--- config.mk ---
export PLATFORM = sky130hd
export DESIGN_NAME = ps2_key_sequencer
export DESIGN_NICKNAME = d
export VERILOG_FILES = /design/src/rtl/ps2_pkg.sv /design/src/rtl/ps2_keymap.sv /design/src/rtl/ps2_key_sequencer.sv
export SDC_FILE = /design/constraint.sdc
export NUM_CORES = 1
export LEC_CHECK = 0
export ABC_AREA = 1
export BUFFER_PORTS_ARGS = -buffer_cell sky130_fd_sc_hd__buf_2
export CAP_MARGIN = 15
export CELL_PAD_IN_SITES_DETAIL_PLACEMENT = 1
export CELL_PAD_IN_SITES_GLOBAL_PLACEMENT = 1
export CORE_ASPECT_RATIO = 1.75
export CORE_UTILIZATION = 40
export CTS_CLUSTER_SIZE = 12
export DETAILED_ROUTE_END_ITERATION = 10
export HOLD_SLACK_MARGIN = 0.12
export PLACE_DENSITY = 0.75
export SLEW_MARGIN = 20
export SYNTH_ARGS = -nofsm -noshare
export SYNTH_HDL_FRONTEND = slang
export SYNTH_SLANG_ARGS = --single-unit
--- constraint.sdc ---
create_clock -name clk -period 7.05 [get_ports clk]
set_clock_uncertainty 0.15 [all_clocks]
set_input_delay 1.0575 -clock clk [delete_from_list [all_inputs] [get_ports clk]]
set_output_delay 1.0575 -clock clk [all_outputs]
set_load 0.02 [all_outputs]
--- src/rtl/ps2_pkg.sv ---
// ps2_pkg: shared scan-code constants, the ignore list and the decoder FSM
// state type for the PS/2 key sequencer.
package ps2_pkg;

  // Prefix and special scan codes (set 2)
  localparam logic [7:0] SC_BREAK  = 8'hF0;
  localparam logic [7:0] SC_EXT    = 8'hE0;
  localparam logic [7:0] SC_LSHIFT = 8'h12;
  localparam logic [7:0] SC_RSHIFT = 8'h59;
  localparam logic [7:0] SC_CAPS   = 8'h58;
  localparam logic [7:0] SC_ENTER  = 8'h5A;

  // Keyboard housekeeping bytes that carry no key information
  localparam logic [7:0] SC_ACK    = 8'hFA;
  localparam logic [7:0] SC_BAT_OK = 8'hAA;
  localparam logic [7:0] SC_ECHO   = 8'hEE;
  localparam logic [7:0] SC_PAUSE  = 8'hE1;
  localparam logic [7:0] SC_ERR_LO = 8'h00;
  localparam logic [7:0] SC_ERR_HI = 8'hFF;

  // ASCII pushed for keypad enter
  localparam logic [7:0] ASCII_LF  = 8'h0A;

  typedef enum logic [1:0] {
    S_IDLE,
    S_BREAK,
    S_EXT,
    S_EXT_BREAK
  } state_e;

  function automatic logic is_ignored(input logic [7:0] code);
    return code inside {SC_ACK, SC_BAT_OK, SC_ECHO, SC_PAUSE, SC_ERR_LO, SC_ERR_HI};
  endfunction

endpackage

--- src/rtl/ps2_keymap.sv ---
// ps2_keymap: combinational US-layout scan-code (set 2) to ASCII map.
// Unmapped codes return 8'h00. Letters report is_letter so the caller can
// fold caps lock into the case selection.
module ps2_keymap
  import ps2_pkg::*;
(
  input  logic [7:0] code,
  input  logic       upper,
  output logic [7:0] ascii,
  output logic       is_letter
);

  logic [7:0] lo_c;
  logic [7:0] hi_c;

  // Look up unshifted and shifted characters for the code
  always_comb begin
    // NOTE: every output of a combinational block gets a default first so no latch is inferred.
    lo_c = 8'h00;
    hi_c = 8'h00;
    case (code)
      // letters: only the lower case is listed, upper derived below
      8'h1C: lo_c = "a";  8'h32: lo_c = "b";  8'h21: lo_c = "c";
      8'h23: lo_c = "d";  8'h24: lo_c = "e";  8'h2B: lo_c = "f";
      8'h34: lo_c = "g";  8'h33: lo_c = "h";  8'h43: lo_c = "i";
      8'h3B: lo_c = "j";  8'h42: lo_c = "k";  8'h4B: lo_c = "l";
      8'h3A: lo_c = "m";  8'h31: lo_c = "n";  8'h44: lo_c = "o";
      8'h4D: lo_c = "p";  8'h15: lo_c = "q";  8'h2D: lo_c = "r";
      8'h1B: lo_c = "s";  8'h2C: lo_c = "t";  8'h3C: lo_c = "u";
      8'h2A: lo_c = "v";  8'h1D: lo_c = "w";  8'h22: lo_c = "x";
      8'h35: lo_c = "y";  8'h1A: lo_c = "z";
      // digit row
      8'h45: begin lo_c = "0"; hi_c = ")"; end
      8'h16: begin lo_c = "1"; hi_c = "!"; end
      8'h1E: begin lo_c = "2"; hi_c = "@"; end
      8'h26: begin lo_c = "3"; hi_c = "#"; end
      8'h25: begin lo_c = "4"; hi_c = "$"; end
      8'h2E: begin lo_c = "5"; hi_c = "%"; end
      8'h36: begin lo_c = "6"; hi_c = "^"; end
      8'h3D: begin lo_c = "7"; hi_c = "&"; end
      8'h3E: begin lo_c = "8"; hi_c = "*"; end
      8'h46: begin lo_c = "9"; hi_c = "("; end
      // punctuation
      8'h4E: begin lo_c = "-";   hi_c = "_"; end
      8'h55: begin lo_c = "=";   hi_c = "+"; end
      8'h54: begin lo_c = "[";   hi_c = "{"; end
      8'h5B: begin lo_c = "]";   hi_c = "}"; end
      8'h5D: begin lo_c = "\\";  hi_c = "|"; end
      8'h4C: begin lo_c = ";";   hi_c = ":"; end
      8'h52: begin lo_c = "'";   hi_c = "\""; end
      8'h41: begin lo_c = ",";   hi_c = "<"; end
      8'h49: begin lo_c = ".";   hi_c = ">"; end
      8'h4A: begin lo_c = "/";   hi_c = "?"; end
      8'h0E: begin lo_c = 8'h60; hi_c = "~"; end
      // whitespace and control keys are case independent
      8'h29: begin lo_c = 8'h20; hi_c = 8'h20; end
      8'h5A: begin lo_c = 8'h0A; hi_c = 8'h0A; end
      8'h66: begin lo_c = 8'h08; hi_c = 8'h08; end
      8'h0D: begin lo_c = 8'h09; hi_c = 8'h09; end
      8'h76: begin lo_c = 8'h1B; hi_c = 8'h1B; end
      default: begin
        lo_c = 8'h00;
        hi_c = 8'h00;
      end
    endcase
    if (lo_c inside {[8'h61:8'h7A]}) begin
      hi_c = lo_c - 8'h20;
    end
  end

  assign is_letter = (lo_c inside {[8'h61:8'h7A]});
  assign ascii     = upper ? hi_c : lo_c;

endmodule

--- src/rtl/ps2_key_sequencer.sv ---
// ps2_key_sequencer: decodes a PS/2 scan-code byte stream (make, F0 break,
// E0 extended), tracks shift/caps state, suppresses typematic repeats and
// queues the resulting ASCII characters in a valid/ready FIFO.
// Optional build macro PS2_CAPS_LOCK_EN enables the caps-lock toggle on 58.
module ps2_key_sequencer
  import ps2_pkg::*;
#(
  parameter int FIFO_DEPTH      = 8,
  parameter bit REPEAT_SUPPRESS = 1'b1
) (
  input  logic                         clk,
  input  logic                         rst,
  input  logic [7:0]                   scan_code,
  input  logic                         scan_valid,
  output logic [7:0]                   ascii_data,
  output logic                         ascii_valid,
  input  logic                         ascii_ready,
  output logic                         shift_active,
  output logic                         caps_active,
  output logic                         overflow,
  output logic [$clog2(FIFO_DEPTH):0] fifo_count
);

  localparam int AW = $clog2(FIFO_DEPTH);
  localparam int CW = AW + 1;

  // ---------------------------------------------------------------- decoder
  state_e     state_q,     state_d;
  logic       lshift_q,    lshift_d;
  logic       rshift_q,    rshift_d;
  logic [7:0] last_make_q, last_make_d;
  logic       push_q,      push_d;
  logic [7:0] push_char_q, push_char_d;

  logic [7:0] map_ascii;
  logic       map_letter;
  logic       map_upper;
  logic       is_repeat;

`ifdef PS2_CAPS_LOCK_EN
  logic caps_q, caps_d;
  assign caps_active = caps_q;
`else
  assign caps_active = 1'b0;
`endif

  assign shift_active = lshift_q | rshift_q;
  assign map_upper    = map_letter ? (shift_active ^ caps_active) : shift_active;
  assign is_repeat    = REPEAT_SUPPRESS && (scan_code == last_make_q);

  ps2_keymap u_keymap (
    .code      (scan_code),
    .upper     (map_upper),
    .ascii     (map_ascii),
    .is_letter (map_letter)
  );

  // Next-state and push decision for the byte presented this cycle
  always_comb begin
    state_d     = state_q;
    lshift_d    = lshift_q;
    rshift_d    = rshift_q;
    last_make_d = last_make_q;
    push_d      = 1'b0;
    push_char_d = 8'h00;
`ifdef PS2_CAPS_LOCK_EN
    caps_d      = caps_q;
`endif
    if (scan_valid) begin
      case (state_q)
        S_IDLE: begin
          if (scan_code == SC_BREAK) begin
            state_d = S_BREAK;
          end else if (scan_code == SC_EXT) begin
            state_d = S_EXT;
          end else if (scan_code == SC_LSHIFT) begin
            lshift_d = 1'b1;
          end else if (scan_code == SC_RSHIFT) begin
            rshift_d = 1'b1;
`ifdef PS2_CAPS_LOCK_EN
          end else if (scan_code == SC_CAPS) begin
            // holding caps lock re-sends the make; toggle only on the first
            if (!is_repeat) caps_d = ~caps_q;
            last_make_d = scan_code;
`endif
          end else if (!is_ignored(scan_code)) begin
            if ((map_ascii != 8'h00) && !is_repeat) begin
              push_d      = 1'b1;
              push_char_d = map_ascii;
            end
            last_make_d = scan_code;
          end
        end
        S_BREAK: begin
          if (scan_code == SC_LSHIFT) lshift_d = 1'b0;
          if (scan_code == SC_RSHIFT) rshift_d = 1'b0;
          if (scan_code == last_make_q) last_make_d = 8'h00;
          state_d = S_IDLE;
        end
        S_EXT: begin
          if (scan_code == SC_BREAK) begin
            state_d = S_EXT_BREAK;
          end else begin
            if (scan_code == SC_ENTER) begin
              push_d      = 1'b1;
              push_char_d = ASCII_LF;
            end
            state_d = S_IDLE;
          end
        end
        default: state_d = S_IDLE;
      endcase
    end
  end

  // Decoder state and the one-stage push pipeline register
  always_ff @(posedge clk) begin
    // NOTE: state registers use non-blocking assignments so every flop samples pre-edge values.
    if (rst) begin
      state_q     <= S_IDLE;
      lshift_q    <= 1'b0;
      rshift_q    <= 1'b0;
      last_make_q <= 8'h00;
      push_q      <= 1'b0;
      push_char_q <= 8'h00;
    end else begin
      state_q     <= state_d;
      lshift_q    <= lshift_d;
      rshift_q    <= rshift_d;
      last_make_q <= last_make_d;
      push_q      <= push_d;
      push_char_q <= push_char_d;
    end
  end

`ifdef PS2_CAPS_LOCK_EN
  // Caps-lock latch
  always_ff @(posedge clk) begin
    if (rst) caps_q <= 1'b0;
    else     caps_q <= caps_d;
  end
`endif

  // ------------------------------------------------------------------- FIFO
  logic [7:0]    mem_q [FIFO_DEPTH];
  logic [AW-1:0] wr_ptr_q;
  logic [AW-1:0] rd_ptr_q;
  logic [CW-1:0] count_q;
  logic          overflow_q;
  logic          fifo_empty;
  logic          fifo_full;
  logic          do_push;
  logic          do_pop;

  assign fifo_empty = (count_q == '0);
  assign fifo_full  = (count_q == CW'(FIFO_DEPTH));
  assign do_pop     = !fifo_empty && ascii_ready;
  // a pop in the same cycle frees the slot, so a push at full still lands
  assign do_push    = push_q && (!fifo_full || do_pop);

  assign ascii_valid = !fifo_empty;
  assign ascii_data  = fifo_empty ? 8'h00 : mem_q[rd_ptr_q];
  assign fifo_count  = count_q;
  assign overflow    = overflow_q;

  // Character storage write port
  always_ff @(posedge clk) begin
    // NOTE: storage is not reset; the empty flag masks stale contents.
    if (do_push) mem_q[wr_ptr_q] <= push_char_q;
  end

  // Pointers, occupancy and sticky overflow flag
  always_ff @(posedge clk) begin
    if (rst) begin
      wr_ptr_q   <= '0;
      rd_ptr_q   <= '0;
      count_q    <= '0;
      overflow_q <= 1'b0;
    end else begin
      if (do_push) wr_ptr_q <= wr_ptr_q + 1'b1;
      if (do_pop)  rd_ptr_q <= rd_ptr_q + 1'b1;
      count_q <= count_q + CW'(do_push) - CW'(do_pop);
      if (push_q && !do_push) overflow_q <= 1'b1;
    end
  end

endmodule

# ---- After elaboration in Yosys (flattened, before gate mapping)
# Memories as Yosys holds them, arrays and structs flattened. A register that Yosys moved wholly into a read port is not among the register bits.
# Index checks and enable logic that the tools add are counted.
dict set report totals {
  ram_bits 64
  mem_count 1
  regBits 32
  out_inout_bits 16
}
# name words word_bits read_ports rd_ports_with_merged_regs write_ports line
set memory_table {}
lappend memory_table {mem_q 8 8 1 1 1 ps2_key_sequencer.sv:145} ;# logic [7:0] mem_q [FIFO_DEPTH];
dict set report classes {
  muxes 49
  eq_ne 76
  n_bitwise 2
  add_sub_neg 5
  n_reduce_logical 21
  order_cmp 2
}
# operator count
set op_table {}
lappend op_table {{$pmux 7 s52} 1}
lappend op_table {{$eq 8x6->1 const B} 23}
lappend op_table {{$pmux 7 s26} 1}
lappend op_table {{$eq 8x7->1 const B} 21}
lappend op_table {{$mux 8} 15}
lappend op_table {{$eq 8x5->1 const B} 8}
lappend op_table {{$eq 8x8->1 const B} 7}
lappend op_table {{$pmux 8 s2} 2}
lappend op_table {{$ne 2x2->1 const B} 10}
lappend op_table {{$mux 1} 19}
lappend op_table {{$eq 8x4->1 const B} 2}
lappend op_table {{$eq 8x8->1} 1}
lappend op_table {{$logic_not 8->1} 1}
lappend op_table {{$mux 4} 2}
lappend op_table {{$reduce_and 8->1} 1}
lappend op_table {{$reduce_bool 8->1} 1}
lappend op_table {{$sub 7x6->8 const B} 1}
lappend op_table {{$ge 7x7->1 const B} 1}
lappend op_table {{$le 7x7->1 const B} 1}
lappend op_table {{$reduce_and 7->1} 1}
lappend op_table {{$add 3x1->3 const B} 2}
lappend op_table {{$mux 2} 3}
lappend op_table {{$mux 3} 2}
lappend op_table {{$pmux 1 s2} 3}
lappend op_table {{other kinds (19)} 26}

# ---- Depth between registers and ports, before layout
# Gate-level depths: netlist (run 1).
dict set report logic_depth {
  word_depth 15
  mapped_depth 28
  ltp_nobuf 27
}

# ---- By module
# A second synthesis (run 1) with hierarchy kept.
dict set report hier_totals {
  cells_unflattened 795
  hier_area_um2 5855.6
}
# mod n_inst cells_each seq_area_each_um2 area_per_inst_um2
set by_module_without_submodules {}
lappend by_module_without_submodules {ps2_key_sequencer 1 480 2622.5 4455.5}
lappend by_module_without_submodules {ps2_keymap 1 315 0.0 1400.1}

# ---- Least setup slack after synthesis (run 1)
# Ideal clock, no wire load.
dict set report synth_path {
  kind {in2reg}
  startpoint {input scan_code[1]}
  endpoint {register push_q}
  setup_time_ns 0.112
  arrival_time_ns 3.424
  required_ns 6.788
  path_buffers 1
  path_stages 28
  path_slack_ns 3.364
  path_cell_list {buf_4 inv_2 nor2_1 nand2_1 nand2_1 nand2_1 inv_1 nor2_2 o21ai_0 nor4_1 nand2_1 nor2_1 inv_1 ha_1 nand3_1 nor2_1 nand2_2 nand2_4 nand2_4 nand2_1 nand2_1 nand2_1 nor2_1 nand3_1 nand2_2 nand2_1 nand2_1 inv_1}
}
dict set report synth_between {
  elab_chain_cells 15
}
# item line
set synth_rtl {}
lappend synth_rtl {{start: declaration} ps2_key_sequencer.sv:13} ;# input logic [7:0] scan_code,
lappend synth_rtl {{$eq 8x7->1, or another cell as far along} ps2_keymap.sv:21} ;# case (code)
lappend synth_rtl {{$pmux 7 s52} ps2_keymap.sv:21}
lappend synth_rtl {{$ge 7x7->1 / $le 7x7->1 (equally long branches)} n/a}
lappend synth_rtl {{$logic_and 1x1->1} ps2_keymap.sv:66} ;# if (lo_c inside {[8'h61:8'h7A]}) begin
lappend synth_rtl {{$mux 8} ps2_keymap.sv:66}
lappend synth_rtl {{$mux 8} ps2_keymap.sv:72} ;# assign ascii = upper ? hi_c : lo_c;
lappend synth_rtl {{$reduce_bool 8->1} ps2_key_sequencer.sv:87} ;# if ((map_ascii != 8'h00) && !is_repeat) begin
lappend synth_rtl {{$logic_and 1x1->1} ps2_key_sequencer.sv:87}
lappend synth_rtl {{$mux 1} ps2_key_sequencer.sv:87}
lappend synth_rtl {{$mux 1} ps2_key_sequencer.sv:86} ;# end else if (!is_ignored(scan_code)) begin
lappend synth_rtl {{$mux 1} ps2_key_sequencer.sv:78} ;# end else if (scan_code == SC_RSHIFT) begin
lappend synth_rtl {{$mux 1} ps2_key_sequencer.sv:76} ;# end else if (scan_code == SC_LSHIFT) begin
lappend synth_rtl {{$mux 1} ps2_key_sequencer.sv:74} ;# end else if (scan_code == SC_EXT) begin
lappend synth_rtl {{$mux 1} ps2_key_sequencer.sv:72} ;# if (scan_code == SC_BREAK) begin
lappend synth_rtl {{$pmux 1 s2 (*)} ps2_key_sequencer.sv:70} ;# case (state_q)
lappend synth_rtl {{end signal: assignment} ps2_key_sequencer.sv:131} ;# push_q <= push_d;
lappend synth_rtl {{end: declaration} ps2_key_sequencer.sv:32} ;# logic push_q, push_d;
# Every way passes the cells marked *; elsewhere a longest branch is shown, timed or not.
# A chain may end at the register's enable or synchronous reset.

# ---- Worst setup path in the final report (run 1)
dict set report layout_path {
  startpoint {input scan_code[5]}
  endpoint {register push_char_q[4]}
}
dict set report layout_between {
  elab_chain_cells 15
}
# item line
set layout_rtl {}
lappend layout_rtl {{$eq 8x7->1, or another cell as far along} ps2_keymap.sv:21}
lappend layout_rtl {{$pmux 7 s52} ps2_keymap.sv:21}
lappend layout_rtl {{$ge 7x7->1 / $le 7x7->1 (equally long branches)} n/a}
lappend layout_rtl {{$logic_and 1x1->1} ps2_keymap.sv:66}
lappend layout_rtl {{$mux 8} ps2_keymap.sv:66}
lappend layout_rtl {{$mux 8} ps2_keymap.sv:72}
lappend layout_rtl {{$reduce_bool 8->1} ps2_key_sequencer.sv:87}
lappend layout_rtl {{$logic_and 1x1->1} ps2_key_sequencer.sv:87}
lappend layout_rtl {{$mux 8} ps2_key_sequencer.sv:87}
lappend layout_rtl {{$mux 8} ps2_key_sequencer.sv:86}
lappend layout_rtl {{$mux 8} ps2_key_sequencer.sv:78}
lappend layout_rtl {{$mux 8} ps2_key_sequencer.sv:76}
lappend layout_rtl {{$mux 8} ps2_key_sequencer.sv:74}
lappend layout_rtl {{$mux 8 (*)} ps2_key_sequencer.sv:72}
lappend layout_rtl {{$pmux 8 s2 (*)} ps2_key_sequencer.sv:70}
lappend layout_rtl {{end signal: assignment} ps2_key_sequencer.sv:132} ;# push_char_q <= push_char_d;
lappend layout_rtl {{end: declaration} ps2_key_sequencer.sv:33} ;# logic [7:0] push_char_q, push_char_d;
# Marked as above.

==> results.sh, run 1 <==
export IMPL_drc=0
export IMPL_fillCellCount=1637
export IMPL_synthSimpleGateAreaFrac=0.308
export IMPL_fin_nets=734
export IMPL_cp_start_kind="primary input"
export IMPL_required_ns=7.13
export IMPL_die_h_um=155
export IMPL_area_growth_pct=10.1
export IMPL_synthTopCellsByArea="edfxtp_1 (36%), dfxtp_1 (13%), nand2_1 (12%), nor2_1 (9.5%), o21ai_0 (4.7%)"
export IMPL_routabilityCongestion=0.963
export IMPL_crit_top_cell="nand2_1"
export IMPL_synth_area_mux_share=0
export IMPL_fin_crit_sh=0.625
export IMPL_yosys_area_share_adder=0.0247
export IMPL_fp_dieW_um=89.7
export IMPL_synth_seq_area_share=0.488
export IMPL_maxSlewHeadroom=0.324
export IMPL_ys_async_sr_fraction=0
export IMPL_synth_ff_type="edfxtp_1"
export IMPL_multi_input_area_um2=2430
export IMPL_cts_tree="built"
export IMPL_wl_met3_um=206
export IMPL_grt_pass1_vias=5104
export IMPL_irDropWorstVdd_mv=0.118
export IMPL_synth_xor_area_share=0.00326
export IMPL_cts_resized_gates=0
export IMPL_max_clock_freq_mhz=227
export IMPL_arrival_ns=4.49
export IMPL_setup_tns_ns=0
export IMPL_drtIter0Drc=186
export IMPL_crit_type="in -> reg"
export IMPL_core_um2=13000
export IMPL_drt_pass1_iter_count=4
export IMPL_slowest_delay_ns=0.46
export IMPL_slowest_stage="nor4_1"
export IMPL_maxSlewViolCount=0
export IMPL_ys_ff_latch=99
export IMPL_cts_root_buffer="clkbuf_16"
export IMPL_postCtsSetupBuffers=0
export IMPL_syn_num_nets=713
export IMPL_port_buffers=26
export IMPL_grt_total_usage=0.245
export IMPL_yosysUniqueCellTypes=40
export IMPL_start_util=0.414
export IMPL_wl_met1_um=5670
export IMPL_numCtsBuffers=9
export IMPL_pin_count=28
export IMPL_synth_compound_area_share=0.115
export IMPL_synthCells=691
export IMPL_dpl_hpwl_um=13000
export IMPL_rows=55
export IMPL_layout_drive_gt1_share=0.106
export IMPL_yosysMostFrequentCell="nand2_1"
export IMPL_cts_sinks=99
export IMPL_synth_top_family_by_area="simple AND/OR/NAND/NOR gates"
export IMPL_top_layer="met4"
export IMPL_synthTopCellsByCount="nand2_1 (168), nor2_1 (136), edfxtp_1 (64)"
export IMPL_clk_latency_ns=0.34
export IMPL_hold_path_class="reg -> reg"
export IMPL_period_minus_slack_ns=4.41
export IMPL_syn_avg_cell_area_um2=7.78
export IMPL_p_leak_nw=2.64
export IMPL_via_count=4771
export IMPL_grt_max_degree=34
export IMPL_wl_per_cell_um=18.3
export IMPL_netlist_area_um2=5380
export IMPL_antenna_cells=0
export IMPL_worst_pin_slew_ns=1.01
export IMPL_cts_max_level=3
export IMPL_crit_chain="buf_2, inv_2, nand2_1, nor2_2, nand2_1, inv_1, nor2_2, o21ai_0, nor4_1, nand2_1, nor2_1, inv_1, ha_1, nand3_1, nor2_1, nand2_2, nand2_4, nand2_4, nand2_1, o21ai_1, nor2_1, nand3_1, nand2_2, nor3b_1"
export IMPL_antenna_found_initial=0
export IMPL_drv_cap=0
export IMPL_power_density_nw_per_um2=279
export IMPL_ctsLongestPathBuffers=2
export IMPL_finalSetupViolations=0
export IMPL_final_seq_area_um2=2620
export IMPL_worstPathMaxFanout=11
export IMPL_endpoint_kind="flop"
export IMPL_ant_nets=0
export IMPL_viasPerCell=5.37
export IMPL_overflow=0
export IMPL_status="finished clean"
export IMPL_finalPower_w=0.00165
export IMPL_rsz0062_at_grt="false"
export IMPL_wl_um=16200
export IMPL_yosysWarnings=0
export IMPL_grt_first_pass_wirelength_um=25200
export IMPL_hold_buffers=0
export IMPL_synth_edff_count=64
export IMPL_dieArea_um2=13900
export IMPL_synth_top_area_frac=0.357
export IMPL_hold_viol_final=0
export IMPL_yosysTopAreaCell="edfxtp_1"
export IMPL_clk_pin_slew_ns=0.07
export IMPL_met2_length_um=9610
path summary, 6_finish.rpt:
path                                     from              to  slack [ns]  cells past startpoint
worst max-delay path             scan_code[5]  push_char_q[4]        2.64                     24
worst min-delay path                 overflow        overflow        0.30                      2
worst max register to register  fifo_count[2]     mem_q[1][6]        3.90                      9
worst min register to register       overflow        overflow        0.30                      2
metal layers:
metal / vias to the layer above / global-route usage
li1: 2347 / -
met1: 2302 / 0.219
met2: 79 / 0.496
met3: 43 / 0.0249
met4: 0 / 0.135
met5: - / 0
stage by stage:
| step | hold slack [ns] | setup slack [ns] | area [um2] | std cells | utilization |
|---|---|---|---|---|---|
| after floorplan | 0.283 | 3.36 | 5380 | 691 | - |
| after global placement | 0.282 | 2.47 | 5640 | 872 | 0.433 |
| after detailed placement | 0.294 | 2.34 | 5640 | 872 | 0.433 |
| after CTS | 0.306 | 2.66 | 5920 | 888 | 0.455 |
| after global routing | 0.330 | 2.30 | 5920 | 888 | 0.455 |
| final | 0.303 | 2.64 | 5920 | 888 | 0.455 |
kinds of logic after synthesis:
group / count (synthesis)
other: 1
AO/OA/AOI/OAI: 109
AND/OR/NAND/NOR: 390
buffers and inverters: 80
flip-flops: 99
XOR/XNOR: 2
adder cells (fa/ha/maj): 10
cell type report:
cell class              instances  share of cell area
clock buffers                   9              0.0380
clock inverters                 7             0.00993
inverters                      63              0.0399
multi-input cells             512               0.410
flip-flops and latches         99               0.443
well taps                     171              0.0361
repair buffers                 27              0.0232
sequential cells by signal, summed over array words and instances (netlist names), named ones only:
name,flops
lshift_q,1
fifo_count,4
rd_ptr_q,3
wr_ptr_q,3
state_q,2
overflow,1
push_q,1
mem_q,64
rshift_q,1
last_make_q,8
push_char_q,8
critical path, delay by kind of cell:
kind,cells,cell delay (ns)
simple gates,17,2.58
buf+inv,4,0.38
compound gates,2,0.27
fa+ha+maj,1,0.22
cells in the final DEF (no fill, tap or decap), types with 2 or more instances in the layout:
| cell | n |
|---|---|
| nor3_1 | 13 |
| nand2_2 | 9 |
| nand2_1 | 168 |
| ha_1 | 9 |
| inv_2 | 7 |
| dfxtp_1 | 35 |
| nand3_1 | 27 |
| o21ai_1 | 2 |
| edfxtp_1 | 64 |
| o21ai_0 | 51 |
| a2111oi_0 | 2 |
| clkinv_1 | 2 |
| a31oi_1 | 11 |
| clkbuf_16 | 9 |
| inv_8 | 2 |
| o22ai_1 | 8 |
| nor3b_1 | 4 |
| buf_2 | 26 |
| nand2_4 | 3 |
| nor4_1 | 5 |
| a211oi_1 | 8 |
| inv_1 | 54 |
| nor2_2 | 13 |
| nor2_1 | 136 |
| a21oi_1 | 21 |
| nand4_1 | 9 |
report_power, final:
part	internal (W)	leakage, nW	switching, W
Clock	0.000246	0.140	0.000227
Combinational	0.000154	1.65	0.000342
Sequential	0.000649	0.846	0.0000340
Total	0.00105	2.64	0.000603
Power figures use the tool's default switching activity.
==> run 2: changes to the inputs <==
clock period = 4.4 ns   (was 7.05 ns; I/O delays follow)
==> run 2 against run 1 <==
  * Utilization is 0.55 points higher
  * First-iteration DRC count is 24% lower
  * Die area stayed put
  * Highest routed layer unchanged
==> results.sh, run 2 (same netlist as run 1, synthesis figures left out) <==
export IMPL_status="finished clean"
export IMPL_hold_viol_final=0
export IMPL_viasPerCell=5.39
export IMPL_dieArea_um2=13900
export IMPL_crit_buf_inv=5
export IMPL_maxSlewHeadroom=0.359
export IMPL_cts_sinks=99
export IMPL_slowest_stage="nor4_1"
export IMPL_final_util=0.461
export IMPL_period_minus_slack_ns=3.77
export IMPL_start_util=0.414
export IMPL_netSwitchingPower_w=0.000960
export IMPL_max_clock_freq_mhz=265
export IMPL_fp_dieW_um=89.7
export IMPL_ctsLongestPathBuffers=2
export IMPL_antenna_found_initial=0
export IMPL_dpl_hpwl_um=13000
export IMPL_worst_pin_slew_ns=0.958
export IMPL_postCtsSetupBuffers=0
export IMPL_p_int_w=0.00181
export IMPL_maxSlewViolCount=0
export IMPL_worstPathMaxFanout=8
export IMPL_grt_first_pass_wirelength_um=25700
export IMPL_antenna_cells=0
export IMPL_crit_top_cell="nand2_1"
export IMPL_wl_um=16600
export IMPL_irDropWorstVdd_mv=0.193
export IMPL_area_growth_pct=11.4
export IMPL_multi_input_area_um2=2430
export IMPL_finalSetupViolations=0
export IMPL_wl_per_cell_um=18.6
export IMPL_setup_tns_ns=0
export IMPL_power_density_nw_per_um2=463
export IMPL_most_common_layout_cells="nand2_1 (168), nor2_1 (136), edfxtp_1 (64)"
export IMPL_port_buffers=26
export IMPL_cp_start_kind="primary input"
export IMPL_die_h_um=155
export IMPL_ant_nets=0
export IMPL_hold_path_class="reg -> reg"
export IMPL_fin_crit_sh=0.856
export IMPL_endpoint_kind="flop"
export IMPL_slowest_delay_ns=0.37
export IMPL_hold_slack_ns=0.305
export IMPL_hold_buffers=0
export IMPL_crit_type="in -> reg"
export IMPL_layout_drive_gt1_share=0.110
export IMPL_fillCellCount=1642
export IMPL_cts_resized_gates=0
export IMPL_pre_cts_ws_ns=0.264
export IMPL_finalPower_w=0.00277
export IMPL_drv_cap=0
export IMPL_grt_total_usage=0.253
export IMPL_setup_ws_ns=0.634
export IMPL_clk_latency_ns=0.35
export IMPL_final_common_cell="nand2_1"
export IMPL_core_um2=13000
export IMPL_via_count=4807
export IMPL_registers_top_by_ff_count="mem_q"
export IMPL_cts_max_level=3
export IMPL_rows=55
export IMPL_drtIter0Drc=142
export IMPL_r2r_setup_slack_ns=1.23
export IMPL_arrival_ns=3.85
export IMPL_final_seq_area_um2=2620
export IMPL_reg_top3="mem_q (64), last_make_q (8), push_char_q (8)"
export IMPL_fin_nets=738
export IMPL_pwr_share_clk=0.313
export IMPL_grt_max_degree=34
export IMPL_largest_reg_flops=64
export IMPL_p_seq_frac=0.389
export IMPL_cts_root_buffer="clkbuf_16"
export IMPL_drc=0
export IMPL_grt_pass1_vias=5168
export IMPL_p_leak_nw=2.68
export IMPL_rsz0062_at_grt="false"
export IMPL_drt_pass1_iter_count=4
export IMPL_cts_tree="built"
export IMPL_switching_share=0.347
export IMPL_numCtsBuffers=9
export IMPL_pin_count=28
export IMPL_overflow=0
export IMPL_required_ns=4.48
export IMPL_clk_pin_slew_ns=0.07
export IMPL_routabilityCongestion=0.957
export IMPL_path_delay_family="simple AND/OR/NAND/NOR gates"
export IMPL_p_comb_frac=0.298
[run 2: cell types whose count changed in the layout (fill, tap and decap cells not counted), sizes merged]
cell / before / now
buf: 27 / 31
bufinv: 0 / 2
clkbuf: 9 / 11
clkinv: 4 / 3
clkinvlp: 1 / 0
inv: 65 / 63
[run 2: layout make-up]
cell class,instances,area share
sequential,99,0.438
multi-input combinational,512,0.405
clock buffer,11,0.0405
inverter,63,0.0395
tap,171,0.0357
timing repair buffer,31,0.0280
clock inverter,5,0.0138
[run 2: final timing paths]
kind | from | end | depth (start not counted)
hold / removal | overflow | overflow | 2
hold reg to reg | overflow | overflow | 2
setup reg to reg | fifo_count[2] | mem_q[1][7] | 9
setup / recovery | scan_code[1] | push_q | 28
[run 2: layer usage]
layer  wire (um)  track usage
met1        5650        0.215
met2        9700        0.514
met3         317       0.0345
met4         942        0.148
met5           0            0
[run 2: tightest hold or removal path, delay by kind of cell (launching register included)]
family / cells / cell delay (ns)
flip-flops: 1 / 0.31
buffers and inverters: 1 / 0.05
AO/OA/AOI/OAI: 1 / 0.05
[run 2: through the flow]
step / cell area, um2 / cells
6_report: 5990 / 892
5_1_grt: 5990 / 892
4_1_cts: 5990 / 892
3_5_place_dp: 5670 / 876
3_3_place_gp: 5670 / 876
2_1_floorplan: 5380 / 691
[run 2: power by group through the flow]
stage / Combinational [W] / Sequential [W] / Clock (W)
after detailed placement: 0.000826 / 0.00110 / 0
after CTS: 0.000833 / 0.00108 / 0.000879
final: 0.000825 / 0.00108 / 0.000868
after global routing: 0.000943 / 0.00109 / 0.000916
after floorplan: 0.000541 / 0.00112 / 0
after global placement: 0.000793 / 0.00110 / 0
==> run 3: changes to the inputs <==
CORE_ASPECT_RATIO = unset   (was 1.75)
==> run 3 against run 2 <==
  * Setup slack worse by 0.13 ns
  * Via count is 0.42% lower
  * First-iteration DRC count is 43% higher
  * Cell count is 0.45% higher
  * Wire length is 6.0% lower
==> results.sh, run 3 (same netlist as run 1, synthesis figures left out) <==
export IMPL_cts_resized_gates=0
export IMPL_fp_dieW_um=118
export IMPL_clk_latency_ns=0.34
export IMPL_area_growth_pct=10.3
export IMPL_ctsLongestPathBuffers=2
export IMPL_final_util=0.450
export IMPL_most_common_layout_cells="nand2_1 (168), nor2_1 (136), edfxtp_1 (64)"
export IMPL_wl_per_cell_um=17.4
export IMPL_finalSetupViolations=0
export IMPL_period_minus_slack_ns=3.90
export IMPL_hold_slack_ns=0.303
export IMPL_reg_top3="mem_q (64), last_make_q (8), push_char_q (8)"
export IMPL_maxSlewViolCount=0
export IMPL_cts_root_buffer="clkbuf_16"
export IMPL_core_um2=13200
export IMPL_cts_max_level=3
export IMPL_ant_nets=0
export IMPL_port_buffers=26
export IMPL_placed_area_um2=5670
export IMPL_layout_drive_gt1_share=0.107
export IMPL_drc=0
export IMPL_grt_total_usage=0.236
export IMPL_hold_buffers=0
export IMPL_worstPathMaxFanout=7
export IMPL_clk_pin_slew_ns=0.07
export IMPL_required_ns=4.49
export IMPL_endpoint_kind="flop"
export IMPL_drv_cap=0
export IMPL_antenna_found_initial=0
export IMPL_worst_pin_slew_ns=0.959
export IMPL_rows=42
export IMPL_cp_start_kind="primary input"
export IMPL_antenna_cells=0
export IMPL_arrival_ns=3.99
export IMPL_drt_pass1_iter_count=4
export IMPL_via_count=4787
export IMPL_fin_crit_sh=0.886
export IMPL_numCtsBuffers=9
export IMPL_largest_reg_flops=64
export IMPL_met2_length_um=8050
export IMPL_status="finished clean"
export IMPL_hold_viol_final=0
export IMPL_p_leak_nw=2.64
export IMPL_final_common_cell="nand2_1"
export IMPL_routabilityCongestion=0.897
export IMPL_grt_max_degree=34
export IMPL_irDropWorstVdd_mv=0.182
export IMPL_postCtsSetupBuffers=0
export IMPL_cts_sinks=99
export IMPL_grt_first_pass_wirelength_um=25700
export IMPL_cts_tree="built"
export IMPL_fin_nets=737
export IMPL_pre_cts_ws_ns=0.212
export IMPL_drtIter0Drc=203
export IMPL_setup_tns_ns=0
export IMPL_design_area_um2=5930
export IMPL_crit_type="in -> reg"
export IMPL_hold_path_class="reg -> reg"
export IMPL_viasPerCell=5.34
export IMPL_registers_top_by_ff_count="mem_q"
export IMPL_rsz0062_at_grt="false"
export IMPL_grt_pass1_vias=5162
export IMPL_pin_count=28
export IMPL_dieArea_um2=13900
export IMPL_dpl_hpwl_um=11600
export IMPL_start_util=0.408
export IMPL_overflow=0
export IMPL_wl_um=15600
export IMPL_top_layer="met4"
export IMPL_die_h_um=118
export IMPL_wl_met3_um=406
export IMPL_maxSlewHeadroom=0.359
export IMPL_wl_met1_um=6620
export IMPL_power_density_nw_per_um2=442
export IMPL_max_clock_freq_mhz=257
export IMPL_setup_ws_ns=0.502
[run 3: final timing paths]
| check | start | end | slack (ns) | depth (start not counted) |
|---|---|---|---|---|
| worst min register to register | overflow | overflow | 0.30 | 2 |
| worst min-delay path | overflow | overflow | 0.30 | 2 |
| worst max register to register | fifo_count[3] | mem_q[5][5] | 1.19 | 9 |
| worst max-delay path | scan_code[3] | push_q | 0.50 | 28 |
[run 3: where the power goes]
group	total (W)	internal [W]	switching (W)
combinational	0.000819	0.000252	0.000567
clock	0.000724	0.000383	0.000340
sequential	0.00108	0.00104	0.0000377
total	0.00262	0.00168	0.000945
[run 3: per-layer routing]
metal | vias to the layer above | track usage
met5 | - | 0
met4 | 0 | 0.107
met3 | 40 | 0.0349
met2 | 86 | 0.432
met1 | 2312 | 0.270
li1 | 2349 | -
[run 3: area by class of cell]
cell class / instances / area [um2]
clock buffer: 10 / 229
sequential: 99 / 2620
clock inverter: 6 / 38.8
tap: 176 / 220
inverter: 63 / 236
multi-input combinational: 512 / 2430
fill: 1647 / 7260
timing repair buffer: 30 / 160
[run 3: through the flow]
| step | instances | total power, W |
|---|---|---|
| 2_1_floorplan | 691 | 0.00166 |
| 3_3_place_gp | 880 | 0.00188 |
| 3_5_place_dp | 880 | 0.00192 |
| 4_1_cts | 896 | 0.00265 |
| 5_1_grt | 896 | 0.00278 |
| 6_report | 896 | 0.00262 |
[run 3: critical path, stage by stage]
cell and delay, ns:
buf_2 0.13, inv_1 0.12, nor2_1 0.07, nand2_1 0.14
nand2_1 0.10, nand2_1 0.18, inv_1 0.08, nor2_2 0.17
o21ai_0 0.18, nor4_1 0.36, nand2_1 0.09, nor2_1 0.21
inv_1 0.10, ha_1 0.23, nand3_1 0.10, nor2_1 0.06
nand2_2 0.11, nand2_4 0.09, nand2_4 0.09, nand2_1 0.07
nand2_1 0.09, nand2_1 0.06, nor2_1 0.08, nand3_1 0.09
nand2_2 0.13, nand2_1 0.07, nand2_1 0.09, inv_1 0.05
